==> src/rtl/stack_ctrl.sv <==
// ---------------------------------------------------------------------------
// stack_ctrl
//
// Sequencer for the CPU stack. Takes PUSH / POP / CALL / RET commands from
// the control unit, owns the stack pointer, runs the single-port data-memory
// handshake and produces a PC load on CALL / RET. When a command would
// overflow or underflow the stack, it is refused with an error flag and memory
// is never touched.
//
// The stack is full-descending. sp points at the last pushed word:
//   sp == SP_BASE  : stack empty
//   sp == SP_LIMIT : stack full
// SP_LIMIT must be below SP_BASE, so sp arithmetic never wraps.
//
// Ports
//   clk           in   system clock, rising edge
//   rst_n         in   asynchronous active-low reset
//   op_valid      in   command request
//   op_ready      out  command can be accepted (high only in IDLE)
//   op_code       in   00 PUSH, 01 POP, 10 CALL, 11 RET
//   op_data       in   PUSH data / CALL return address
//   op_target     in   CALL jump target
//   done          out  one-cycle completion pulse
//   rd_data       out  POP/RET read word, held until the next POP/RET completes
//   pc_load       out  one-cycle PC load strobe, coincident with done
//   pc_value      out  PC value for pc_load
//   err_overflow  out  done-cycle flag: PUSH/CALL refused, stack full
//   err_underflow out  done-cycle flag: POP/RET refused, stack empty
//   mem_req       out  memory access request
//   mem_we        out  1 = write, 0 = read
//   mem_addr      out  memory address
//   mem_wdata     out  memory write data
//   mem_rdata     in   memory read data, valid when mem_ack = 1
//   mem_ack       in   memory access complete
//   sp            out  current stack pointer
//   state_dbg     out  current FSM state (IDLE=0, MEM=1, RESP=2)
//
// Handshakes
//   Command side: a command transfers on a rising edge where
//   op_valid && op_ready. op_ready is high only in IDLE, and the command
//   fields are latched on that edge. op_valid and the command fields are
//   ignored at all other times.
//   Memory side: mem_req rises together with mem_we, mem_addr and mem_wdata.
//   All four stay constant until a rising edge samples mem_ack = 1. That edge
//   ends the access, and mem_rdata is taken on that same edge. mem_ack may
//   already be high in the first cycle of the request. mem_ack is ignored
//   while no request is outstanding.
// ---------------------------------------------------------------------------
module stack_ctrl #(
    parameter int           W        = 16,
    parameter logic [W-1:0] SP_BASE  = 16'h0400,
    parameter logic [W-1:0] SP_LIMIT = 16'h03F0
) (
    input  logic         clk,
    input  logic         rst_n,

    // command interface
    input  logic         op_valid,
    output logic         op_ready,
    input  logic [1:0]   op_code,
    input  logic [W-1:0] op_data,
    input  logic [W-1:0] op_target,

    // response interface
    output logic         done,
    output logic [W-1:0] rd_data,
    output logic         pc_load,
    output logic [W-1:0] pc_value,
    output logic         err_overflow,
    output logic         err_underflow,

    // data memory interface
    output logic         mem_req,
    output logic         mem_we,
    output logic [W-1:0] mem_addr,
    output logic [W-1:0] mem_wdata,
    input  logic [W-1:0] mem_rdata,
    input  logic         mem_ack,

    // status / debug
    output logic [W-1:0] sp,
    output logic [1:0]   state_dbg
);

    // -----------------------------------------------------------------------
    // Command encoding
    // -----------------------------------------------------------------------
    localparam logic [1:0] OP_PUSH = 2'b00;
    localparam logic [1:0] OP_POP  = 2'b01;
    localparam logic [1:0] OP_CALL = 2'b10;
    localparam logic [1:0] OP_RET  = 2'b11;

    localparam logic [W-1:0] SP_STEP = {{(W-1){1'b0}}, 1'b1};

    typedef enum logic [1:0] {
        IDLE = 2'd0,   // waiting for a command, op_ready high
        MEM  = 2'd1,   // memory access outstanding, waiting for mem_ack
        RESP = 2'd2    // single response cycle, done high
    } state_t;

    state_t       state;
    logic [1:0]   cmd_code;     // latched op_code of the command in flight
    logic [W-1:0] cmd_target;   // latched op_target (used by CALL)

    // -----------------------------------------------------------------------
    // Command decode (combinational, used only on the accept edge)
    // -----------------------------------------------------------------------
    logic         accept;
    logic         is_write_op;  // PUSH or CALL. Both write one word.
    logic         stack_full;
    logic         stack_empty;
    logic         cmd_legal;
    logic [W-1:0] sp_dec;
    logic [W-1:0] sp_inc;

    always_comb begin
        accept      = op_valid && op_ready;
        // PUSH (00) and CALL (10) differ from POP (01) / RET (11) in bit 0
        is_write_op = (op_code[0] == 1'b0);
        stack_full  = (sp == SP_LIMIT);
        stack_empty = (sp == SP_BASE);
        cmd_legal   = is_write_op ? !stack_full : !stack_empty;
        sp_dec      = sp - SP_STEP;
        sp_inc      = sp + SP_STEP;
    end

    assign state_dbg = state;

    // -----------------------------------------------------------------------
    // Sequencer. All outputs are registered here. Each output changes only on
    // a state transition, so each output has a clean phase relation to the
    // state.
    // -----------------------------------------------------------------------
    always_ff @(posedge clk or negedge rst_n) begin
        if (!rst_n) begin
            state         <= IDLE;
            sp            <= SP_BASE;
            op_ready      <= 1'b1;
            done          <= 1'b0;
            pc_load       <= 1'b0;
            err_overflow  <= 1'b0;
            err_underflow <= 1'b0;
            mem_req       <= 1'b0;
            mem_we        <= 1'b0;
            rd_data       <= '0;
            pc_value      <= '0;
            mem_addr      <= '0;
            mem_wdata     <= '0;
            cmd_code      <= OP_PUSH;
            cmd_target    <= '0;
        end else begin
            case (state)
                IDLE: begin
                    if (accept) begin
                        cmd_code   <= op_code;
                        cmd_target <= op_target;
                        // mem_wdata holds the latched op_data for the whole access
                        mem_wdata  <= op_data;
                        op_ready   <= 1'b0;
                        if (cmd_legal) begin
                            state    <= MEM;
                            mem_req  <= 1'b1;
                            mem_we   <= is_write_op;
                            // A write goes to the next free slot below sp.
                            // A read takes the top word at sp.
                            mem_addr <= is_write_op ? sp_dec : sp;
                        end else begin
                            // A refused command goes straight to the response
                            // cycle. sp and memory stay untouched.
                            state         <= RESP;
                            done          <= 1'b1;
                            err_overflow  <= is_write_op;
                            err_underflow <= !is_write_op;
                        end
                    end
                end

                MEM: begin
                    // Request fields stay frozen until the acknowledging edge
                    if (mem_ack) begin
                        state   <= RESP;
                        mem_req <= 1'b0;
                        mem_we  <= 1'b0;
                        done    <= 1'b1;
                        case (cmd_code)
                            OP_PUSH: begin
                                sp <= sp_dec;
                            end
                            OP_CALL: begin
                                sp       <= sp_dec;
                                pc_load  <= 1'b1;
                                pc_value <= cmd_target;
                            end
                            OP_POP: begin
                                sp      <= sp_inc;
                                rd_data <= mem_rdata;
                            end
                            OP_RET: begin
                                sp       <= sp_inc;
                                rd_data  <= mem_rdata;
                                pc_load  <= 1'b1;
                                pc_value <= mem_rdata;
                            end
                            default: begin
                                sp <= sp;
                            end
                        endcase
                    end
                end

                RESP: begin
                    // done / pc_load / err_* are one-cycle pulses. The next
                    // command can be accepted in the very next IDLE cycle.
                    state         <= IDLE;
                    done          <= 1'b0;
                    pc_load       <= 1'b0;
                    err_overflow  <= 1'b0;
                    err_underflow <= 1'b0;
                    op_ready      <= 1'b1;
                end

                default: begin
                    // Unreachable encoding: return to a safe idle state
                    state         <= IDLE;
                    done          <= 1'b0;
                    pc_load       <= 1'b0;
                    err_overflow  <= 1'b0;
                    err_underflow <= 1'b0;
                    mem_req       <= 1'b0;
                    mem_we        <= 1'b0;
                    op_ready      <= 1'b1;
                end
            endcase
        end
    end

endmodule
==> config.mk <==
export PLATFORM = sky130hd
export DESIGN_NAME = stack_ctrl
export DESIGN_NICKNAME = d
export VERILOG_FILES = /design/src/rtl/stack_ctrl.sv
export SDC_FILE = /design/constraint.sdc
export NUM_CORES = 1
export LEC_CHECK = 0
export CAP_MARGIN = 0
export CORE_MARGIN = 2
export CORE_UTILIZATION = 48
export CTS_BUF_LIST = sky130_fd_sc_hd__clkbuf_16
export CTS_CLUSTER_DIAMETER = 100
export DETAILED_ROUTE_END_ITERATION = 8
export GPL_ROUTABILITY_DRIVEN = 0
export GPL_TIMING_DRIVEN = 0
export PLACE_DENSITY = 0.81
export SLEW_MARGIN = 40
export SYNTH_ARGS = -nofsm -noshare
export SYNTH_HDL_FRONTEND = slang
export SYNTH_SLANG_ARGS = --single-unit
==> constraint.sdc <==
create_clock -name clk -period 2.38 [get_ports clk]
set_input_delay 0.476 -clock clk [delete_from_list [all_inputs] [get_ports clk]]
set_output_delay 0.476 -clock clk [all_outputs]
set_load 0.1 [all_outputs]
; ---- Word-level counts from Yosys, hierarchy flattened
; Index checks and enable logic that the tools add are counted.
[op_classes]
add_sub_neg = 2
n_eq_ne = 12
muxes = 30
bitwise = 4
reduce_logical = 20
[ops]
columns = operator, count
row1 = 16-bit one-hot mux with 2 select lines, 2
row2 = 3-bit AND reduction, 6
row3 = "16-bit by 1-bit adder with 16-bit output, second input constant", 1
row4 = "16-bit by 10-bit equality test with 1-bit output, second input constant", 1
row5 = "16-bit by 11-bit equality test with 1-bit output, second input constant", 1
row6 = 1-bit two-way mux, 16
row7 = 16-bit two-way mux, 1
row8 = "16-bit by 1-bit subtractor with 16-bit output, second input constant", 1
row9 = "2-bit inequality test, second input constant", 5
row10 = 1-bit one-hot mux with 2 select lines, 5
row11 = 2-bit AND reduction, 4
row12 = "2-bit equality test, second input constant", 3
row13 = 2-bit two-way mux, 3
row14 = 1-bit one-hot mux with 3 select lines, 2
row15 = 2-bit OR reduction, 3
row16 = "2-bit by 1-bit equality test with 1-bit output, second input constant", 2
row17 = 2-bit zero test, 2
row18 = 1-bit inverter, 4
row19 = 2-bit one-hot mux with 2 select lines, 1
row20 = 4-bit AND reduction, 1
row21 = 1-bit zero test, 2
row22 = 2-bit nonzero test, 1
row23 = 1-bit logical AND, 1
[totals]
elab_cells = 83
ff_bits = 107

; ---- Longest topological paths before layout
; Gate-level depths: netlist of run 1.
[depth]
ltp_word = 6
depth_mapped = 8
depth_no_buf = 7

; ---- Worst setup path before layout of run 1
; No wires, ideal clock.
[synth_timing]
path_type = reg2reg
start = reg sp[0]
end = reg mem_addr[12]
slack_ns = -0.225
stages_incl_launch_ff = 9
setup_ns = 0.126
required_ns = 2.254
t_arrival_ns = 2.479
synth_period_minus_slack_ns = 2.605
path_cell_list = dfrtp_1 clkbuf_1 inv_1 ha_1 or4b_1 nor2b_1 nand3_1 xnor2_1 mux2_2
[synth_via]
elab_chain_len = 4
elab_cells_between_ends = 8
cone_classes = add/sub: 1 / eq/ne: 2 / mux: 2 / reduce/logical: 3
[synth_lines]
columns = element, line_no
row1 = start: declaration, 81  ; output logic [W-1:0] sp,
row2 = start signal: assignment, 187  ; sp <= sp_dec;
row3 = start signal: assignment, 190  ; sp <= sp_dec;
row4 = start signal: assignment, 195  ; sp <= sp_inc;
row5 = "parallel branches: the longest is 4 deep, another holds 16-bit by 1-bit subtractor with 16-bit output", -
row6 = end signal: assignment, 166  ; mem_addr <= is_write_op ? sp_dec : sp;
row7 = end: declaration, 75  ; output logic [W-1:0] mem_addr,
; Several ways; the timed one is not identified.
; A chain may end at the register's enable or synchronous reset.

; ---- Worst setup path in the final report of run 1
[layout_timing]
start = reg sp[0]
end = reg sp[12]
[layout_via]
elab_chain_len = 2
elab_cells_between_ends = 3
cone_classes = add/sub: 2 / mux: 1
[layout_lines]
columns = element, line_no
row1 = 16-bit by 1-bit adder with 16-bit output / 16-bit by 1-bit subtractor with 16-bit output (equally long branches), "124, 123"
row2 = 16-bit one-hot mux with 2 select lines *, 185  ; case (cmd_code)
; Every way passes the cells marked *; elsewhere a longest branch is shown, timed or not.

==> results of run 1 <==
-- flip-flops by register name (all words and copies together), names as in the netlist --
name           cells
cmd_code           2
cmd_target        16
done               1
err_overflow       1
err_underflow      1
mem_addr          16
mem_req            1
mem_wdata         16
mem_we             1
op_ready           1
pc_load            1
pc_value          16
rd_data           16
sp                16
state_dbg          2
-- per-stage QoR --
stage / TNS, ns / area [um2] / hold WS (ns) / util / instances
after floorplan: 0 / 4950 / 0.180 / - / 483
after global placement: -336.43 / 6520 / 0.458 / 0.661 / 756
after detailed placement: -2.32 / 6110 / 0.391 / 0.619 / 757
after CTS: 0 / 6410 / 0.0245 / 0.649 / 772
after global routing: 0 / 6420 / 0.0379 / 0.651 / 773
final: 0 / 6420 / 0.0212 / 0.651 / 773
-- cell families after synthesis --
group                    after synthesis  synth area share
AO/OA/AOI/OAI                         44            0.0559
XOR/XNOR                              31            0.0551
adder cells (fa/ha/maj)                3           0.00762
buffers and inverters                 31            0.0292
flip-flops                           107             0.544
multiplexers                          50             0.110
AND/OR/NAND/NOR                      217             0.198
-- Yosys cell counts, drive strengths merged (6+ instances only) --
cell / instances / area [um2]
buf: 12 / 71.3
clkbuf: 17 / 65.1
dfrtp: 105 / 2630
mux2: 32 / 360
mux2i: 18 / 180
nand2: 139 / 529
nand3: 7 / 35.0
nand4: 6 / 37.5
nor2: 23 / 86.3
nor3: 13 / 81.3
nor4: 6 / 37.5
o21ai: 25 / 125
xnor2: 15 / 131
xor2: 16 / 140
-- layout make-up --
type | count | area [um2] | share of cell area
Sequential cell | 107 | 2700 | 0.420
Buffer | 29 | 146 | 0.0228
Clock inverter | 6 | 66.3 | 0.0103
Tap cell | 133 | 166 | 0.0259
Inverter | 2 | 7.51 | 0.00117
Multi-Input combinational cell | 345 | 2120 | 0.330
Timing Repair Buffer | 142 | 996 | 0.155
Clock buffer | 9 | 225 | 0.0351
-- layer usage --
| layer | global-route usage | wire (um) | up-vias | share of wire |
|---|---|---|---|---|
| met5 | 0 | 0 | - | 0 |
| met4 | 0.0838 | 246 | 0 | 0.020 |
| met3 | 0.0581 | 857 | 23 | 0.071 |
| met2 | 0.365 | 5980 | 153 | 0.49 |
| met1 | 0.290 | 5070 | 1966 | 0.42 |
| li1 | - | - | 1933 | - |
-- repair_timing --
action,in CTS,in global routing
buffers inserted,0,1
gates resized for setup,2,4
pin swaps,0,1
hold buffers,0,0
hold endpoints to repair,0,0
endpoints found under the setup margin,2,9
-- path summary, 6_finish.rpt --
check,startpoint,cells after the start,slack [ns],endpoint
setup / recovery,sp[0],8,0.09,sp[12]
hold / removal,rst_n,1,0.02,mem_addr[6]
setup reg to reg,sp[0],8,0.09,sp[12]
hold reg to reg,mem_req,2,0.47,mem_req
max in group asynchronous,rst_n,2,1.71,op_ready
min in group clk,mem_req,2,0.47,mem_req
==> impl_metrics.toml, run 1 <==
[worst_setup_path]
crit_family = "simple AND/OR/NAND/NOR gates"
cp_max_fo = 6
slowest_delay_ns = 0.51
cp_slowest_cell = "or4b_4"
cp.required_ns = 2.60
cp-end-kind = "register"
worstSetupStartpointType = "register"
worstPathArrival_ns = 2.51
cp_cell_sequence = "clkbuf_8 > inv_1 > ha_2 > or4b_4 > nand2b_4 > nor4_2 > o21ai_1 > xnor2_1"
crit_buf_inv = 2
critPathKind = "register to register"

[timing]
rsz0062_at_grt = "no"
layout_setup_ws_ns = 0.0891
drv_slew = 0
worst_pin_slew_ns = 0.742
fin_skew_ns = 0.00606
hold_violations = 0
layout_worst_path_cycle_share = 0.963
period_needed_ns = 2.29
slew_headroom = 0.503
fmax_mhz = 437
setup_viol = 0

[global_routing]
antenna_found_initial = 0
grt_pass1_wl_um = 20000
grt_usage = 0.225
grt_overflow = 0
grt_pass1_vias = 4097
grt_max_degree = 64

[yosys]
ys.flop_type = "dfrtp_1"
ys_seq_area_frac = 0.544
synth-edff-count = 0
synthCells = 483
ys_ff_latch = 107
yosysUniqueCellTypes = 47
async_flop_share = 1.00
syn_avg_cell_area_um2 = 10.2
syn_nets = 540
yosys_warnings = 0
syn-cell-area_um2 = 4930

[die]
initial_core_util = 0.499
die_area_um2 = 11100
die_y_um = 105
rows = 36
io_pins = 143
die_w_um = 105
core-area_um2 = 9860

[placement]
hpwl_um = 8990
io_buffer_count = 140
pre_cts_slack_ns = -0.197

[finish]
n_antenna_cell = 0
layout_common_cells = "nand2_1 (138), buf_2 (98), dfrtp_1 (93)"
nNetsFinal = 693
drive_above_1_share = 0.280
syn_to_final_growth_pct = 30.4
num-fill-cells = 823
final_common_cell = "nand2_1"

[detailed_routing]
antenna_left = 0
drt_iter0_markers = 172
routed_wl_um = 12100
drt-vias-per-instance = 5.27
drc = 0
dr.pass1.iters = 4
vias = 4075
routedWlPerCell_um = 15.7

[min_path]
hold_path_class = "primary input to async pin"

[cts]
cts-root-buf = "clkbuf_16"
insertion_delay_ns = 0.34
htreeDepth = 3
clk_pin_slew_ns = 0.07
cts_tree = "built"
clock_path_buffers = 2
cts.sinks = 107
numCtsBuffers = 9

[flow_run]
cap_violations = 0

[outcome]
status = "finished clean"
Power of run 1 is not shown: default switching activity piles up to over one toggle a cycle in this logic, so the estimate is an artifact.
==> run 2, diff against run 1 <==
--- a/config.mk
+++ b/config.mk
@@ -12,7 +12,7 @@
 export CTS_CLUSTER_DIAMETER = 100
 export DETAILED_ROUTE_END_ITERATION = 8
 export GPL_ROUTABILITY_DRIVEN = 0
-export GPL_TIMING_DRIVEN = 0
+export GPL_TIMING_DRIVEN = 1
 export PLACE_DENSITY = 0.81
 export SLEW_MARGIN = 40
 export SYNTH_ARGS = -nofsm -noshare
==> impl_metrics.toml, run 2 (synthesis results as in run 1) <==
[detailed_routing]
top_layer = "met4"
routedWlPerCell_um = 15.6
drc = 0
drt-vias-per-instance = 5.20
dr.pass1.iters = 4
met3WireLength_um = 678
drt_iter0_markers = 188
vias = 3962
antenna_left = 0
wl_met1_um = 5020
met2_wirelength_um = 5980
routed_wl_um = 11900

[die]
die_w_um = 105
die_y_um = 105
initial_core_util = 0.499
rows = 36
die_area_um2 = 11100
io_pins = 143
core-area_um2 = 9860

[timing]
holdWs_ns = -0.000910
layout_worst_path_cycle_share = 0.936
setup_viol = 0
fin_skew_ns = 0.00648
rsz0062_at_grt = "no"
worst_pin_slew_ns = 0.448
fmax_mhz = 449
drv_slew = 0
period_needed_ns = 2.23
finalSetupTns_ns = 0
slew_headroom = 0.701
hold_violations = 2

[worst_setup_path]
worstSetupStartpointType = "register"
cp.required_ns = 2.61
cp_cell_sequence = "inv_1 > ha_1 > or4b_1 > nor2b_1 > nand3_1 > xnor2_1 > mux2_2"
cp_max_fo = 8
slowest_delay_ns = 0.53
worstPathArrival_ns = 2.46
cp_slowest_cell = "or4b_1"
critPathKind = "register to register"
cp-end-kind = "register"

[finish]
n_antenna_cell = 0
drive_above_1_share = 0.283
num-fill-cells = 773
syn_to_final_growth_pct = 34.6
layout_common_cells = "nand2_1 (138), buf_4 (106), dfrtp_1 (93)"
final_common_cell = "nand2_1"
nNetsFinal = 681
finish.instance_area_um2 = 6630

[cts]
cts.sinks = 107
postCtsSetupBuffers = 0
htreeDepth = 3
postCtsHoldBufs = 0
cts_resized = 0
insertion_delay_ns = 0.34
numCtsBuffers = 9
cts-root-buf = "clkbuf_16"
clk_pin_slew_ns = 0.07
clock_path_buffers = 2
cts_tree = "built"

[global_routing]
grt_pass1_wl_um = 19400
grt_usage = 0.219
antenna_found_initial = 0
grt_pass1_vias = 3880
grt_max_degree = 68
grt_overflow = 0

[placement]
io_buffer_count = 142
hpwl_um = 8670
placed_cell_area_um2 = 6320

[outcome]
violations = "negative hold slack"
status = "finished with violations"

[min_path]
hold_path_class = "primary input to async pin"

[flow_run]
cap_violations = 0
==> run 2: routing by layer <==
layer	global-route usage	vias up
met5	0	-
met4	0.0876	0
met3	0.0507	18
met2	0.363	128
met1	0.276	1906
li1	-	1910
==> run 2: layout make-up <==
class                      instances  area [um2]  share of cell area
clock buffer                       9         225              0.0340
clock inverter                     7        91.3              0.0138
inverter                           2        7.51             0.00113
multi-input combinational        345        2110               0.318
sequential                       107        2700               0.407
tap                              133         166              0.0251
timing repair buffer             159        1340               0.201
==> run 2: worst max-delay path, delay by kind of cell, from the launching register on <==
kind,cells,cell delay (ns)
xor gates and xnor gates,1,0.14
adders and majority gates,1,0.21
buffers and inverters,1,0.10
DFF,1,0.52
muxes,1,0.26
and+or+nand+nor,3,0.86
==> run 2: through the flow <==
stage          utilization  worst slack [ns]  std cells
2_1_floorplan            -           0.00627        483
3_3_place_gp         0.640             0.171        746
3_5_place_dp         0.640             0.133        746
4_1_cts              0.672             0.152        762
5_1_grt              0.672            0.0305        762
6_report             0.672             0.153        762
==> run 2: path summary, 6_finish.rpt <==
check	cells after the start	from	endpoint	slack (ns)
worst max-delay path	7	sp[0]	mem_addr[14]	0.15
worst min-delay path	1	rst_n	mem_addr[6]	-0.0009
worst max register to register	7	sp[0]	mem_addr[14]	0.15
worst min register to register	2	mem_wdata[13]	mem_wdata[13]	0.48
max in group asynchronous	2	rst_n	op_ready	1.72
min in group clk	2	mem_wdata[13]	mem_wdata[13]	0.48
Power of run 2 is left out for the same reason.
==> run 3, diff against run 2 <==
--- a/config.mk
+++ b/config.mk
@@ -7,13 +7,13 @@
 export LEC_CHECK = 0
 export CAP_MARGIN = 0
 export CORE_MARGIN = 2
-export CORE_UTILIZATION = 48
-export CTS_BUF_LIST = sky130_fd_sc_hd__clkbuf_16
+export CORE_UTILIZATION = 49
+export CTS_BUF_LIST = sky130_fd_sc_hd__clkbuf_4 sky130_fd_sc_hd__clkbuf_8
 export CTS_CLUSTER_DIAMETER = 100
 export DETAILED_ROUTE_END_ITERATION = 8
 export GPL_ROUTABILITY_DRIVEN = 0
 export GPL_TIMING_DRIVEN = 1
-export PLACE_DENSITY = 0.81
+export PLACE_DENSITY = 0.82
 export SLEW_MARGIN = 40
 export SYNTH_ARGS = -nofsm -noshare
 export SYNTH_HDL_FRONTEND = slang
==> impl_metrics.toml, run 3 (synthesis results as in run 1) <==
[cts]
clk_pin_slew_ns = 0.10
cts.sinks = 107
cts_tree = "built"
clock_path_buffers = 2
insertion_delay_ns = 0.36
cts-root-buf = "clkbuf_8"
postCtsHoldBufs = 0
numCtsBuffers = 9
htreeDepth = 3

[global_routing]
grt_pass1_vias = 3979
grt_pass1_wl_um = 19600
grt_usage = 0.224
antenna_found_initial = 0
grt_overflow = 0
grt_max_degree = 56

[placement]
hpwl_um = 8690
placed_cell_area_um2 = 6310
io_buffer_count = 142

[timing]
layout_worst_path_cycle_share = 0.921
slew_headroom = 0.714
finalSetupTns_ns = 0
hold_violations = 0
drv_slew = 0
setup_viol = 0
period_needed_ns = 2.19
rsz0062_at_grt = "no"
fmax_mhz = 456
worst_pin_slew_ns = 0.426
fin_skew_ns = 0.00748

[detailed_routing]
routed_wl_um = 12000
drt-vias-per-instance = 5.22
vias = 3976
dr.pass1.iters = 4
antenna_left = 0
routedWlPerCell_um = 15.8
drc = 0
drt_iter0_markers = 252

[die]
core-area_um2 = 9770
die_w_um = 104
io_pins = 143
rows = 36
die_y_um = 104
die_area_um2 = 10900
initial_core_util = 0.504

[worst_setup_path]
cp-end-kind = "register"
cp-startpoint = "sp[0]"
worstSetupStartpointType = "register"
worstPathArrival_ns = 2.44
cp_max_fo = 8
critPathKind = "register to register"
cp.required_ns = 2.63
r2r-start = "sp[0]"

[finish]
layout_common_cells = "nand2_1 (138), buf_4 (105), dfrtp_1 (93)"
syn_to_final_growth_pct = 32.2
nNetsFinal = 680
drive_above_1_share = 0.283
finish.instance_area_um2 = 6510
n_antenna_cell = 0
final_common_cell = "nand2_1"

[flow_run]
cap_violations = 0

[min_path]
hold_path_class = "primary input to async pin"

[outcome]
status = "finished clean"
run 3: changes by cell type in the layout (fill, tap and decap cells not counted), moves of 2 or more:
cell and change:
clkbuf_8 +10, clkbuf_16 -9, clkbuf_4 +2, clkinv_2 -2
run 3: cell type report:
cell class                 count  area [um2]
clock buffer                  12         153
multi-input combinational    345        2110
sequential                   107        2700
fill                         794        3260
clock inverter                 4        50.0
inverter                       2        7.51
tap                          133         166
timing repair buffer         158        1330
run 3: path summary, 6_finish.rpt:
kind                            slack (ns)       endpoint  cells after the start
worst max-delay path                  0.19   mem_addr[12]                      7
worst min-delay path                  0.04    mem_addr[5]                      1
worst max register to register        0.19   mem_addr[12]                      7
worst min register to register        0.48  cmd_target[1]                      2
max in group asynchronous             1.64       op_ready                      2
min in group clk                      0.48  cmd_target[1]                      2
run 3: worst max-delay path, cell delays in order (launching register included):
cell,delay [ns]
dfrtp_4,0.53
inv_1,0.09
ha_1,0.21
or4b_1,0.54
nor2b_2,0.18
nand3_1,0.11
xnor2_1,0.15
mux2_2,0.27
run 3: layer usage:
layer,vias to the layer above,share of wire,global-route usage
li1,1899,-,-
met2,124,0.52,0.391
met4,0,0.016,0.0830
met5,-,0,0
met3,18,0.045,0.0414
met1,1935,0.42,0.277
run 3: what timing repair did:
action,4_1_cts,5_1_grt
buffers inserted,0,0
resized for setup,0,1
setup endpoints to repair,0,2
run 3: per-stage QoR:
stage	hold slack [ns]	utilization	setup slack, ns	std cells
after floorplan	0.180	-	0.00627	483
after global placement	0.440	0.645	0.155	745
after detailed placement	0.441	0.645	0.129	745
after CTS	0.0433	0.666	0.139	761
after global routing	0.0680	0.666	0.0590	761
final	0.0407	0.666	0.189	761
Power of run 3 is left out for the same reason.
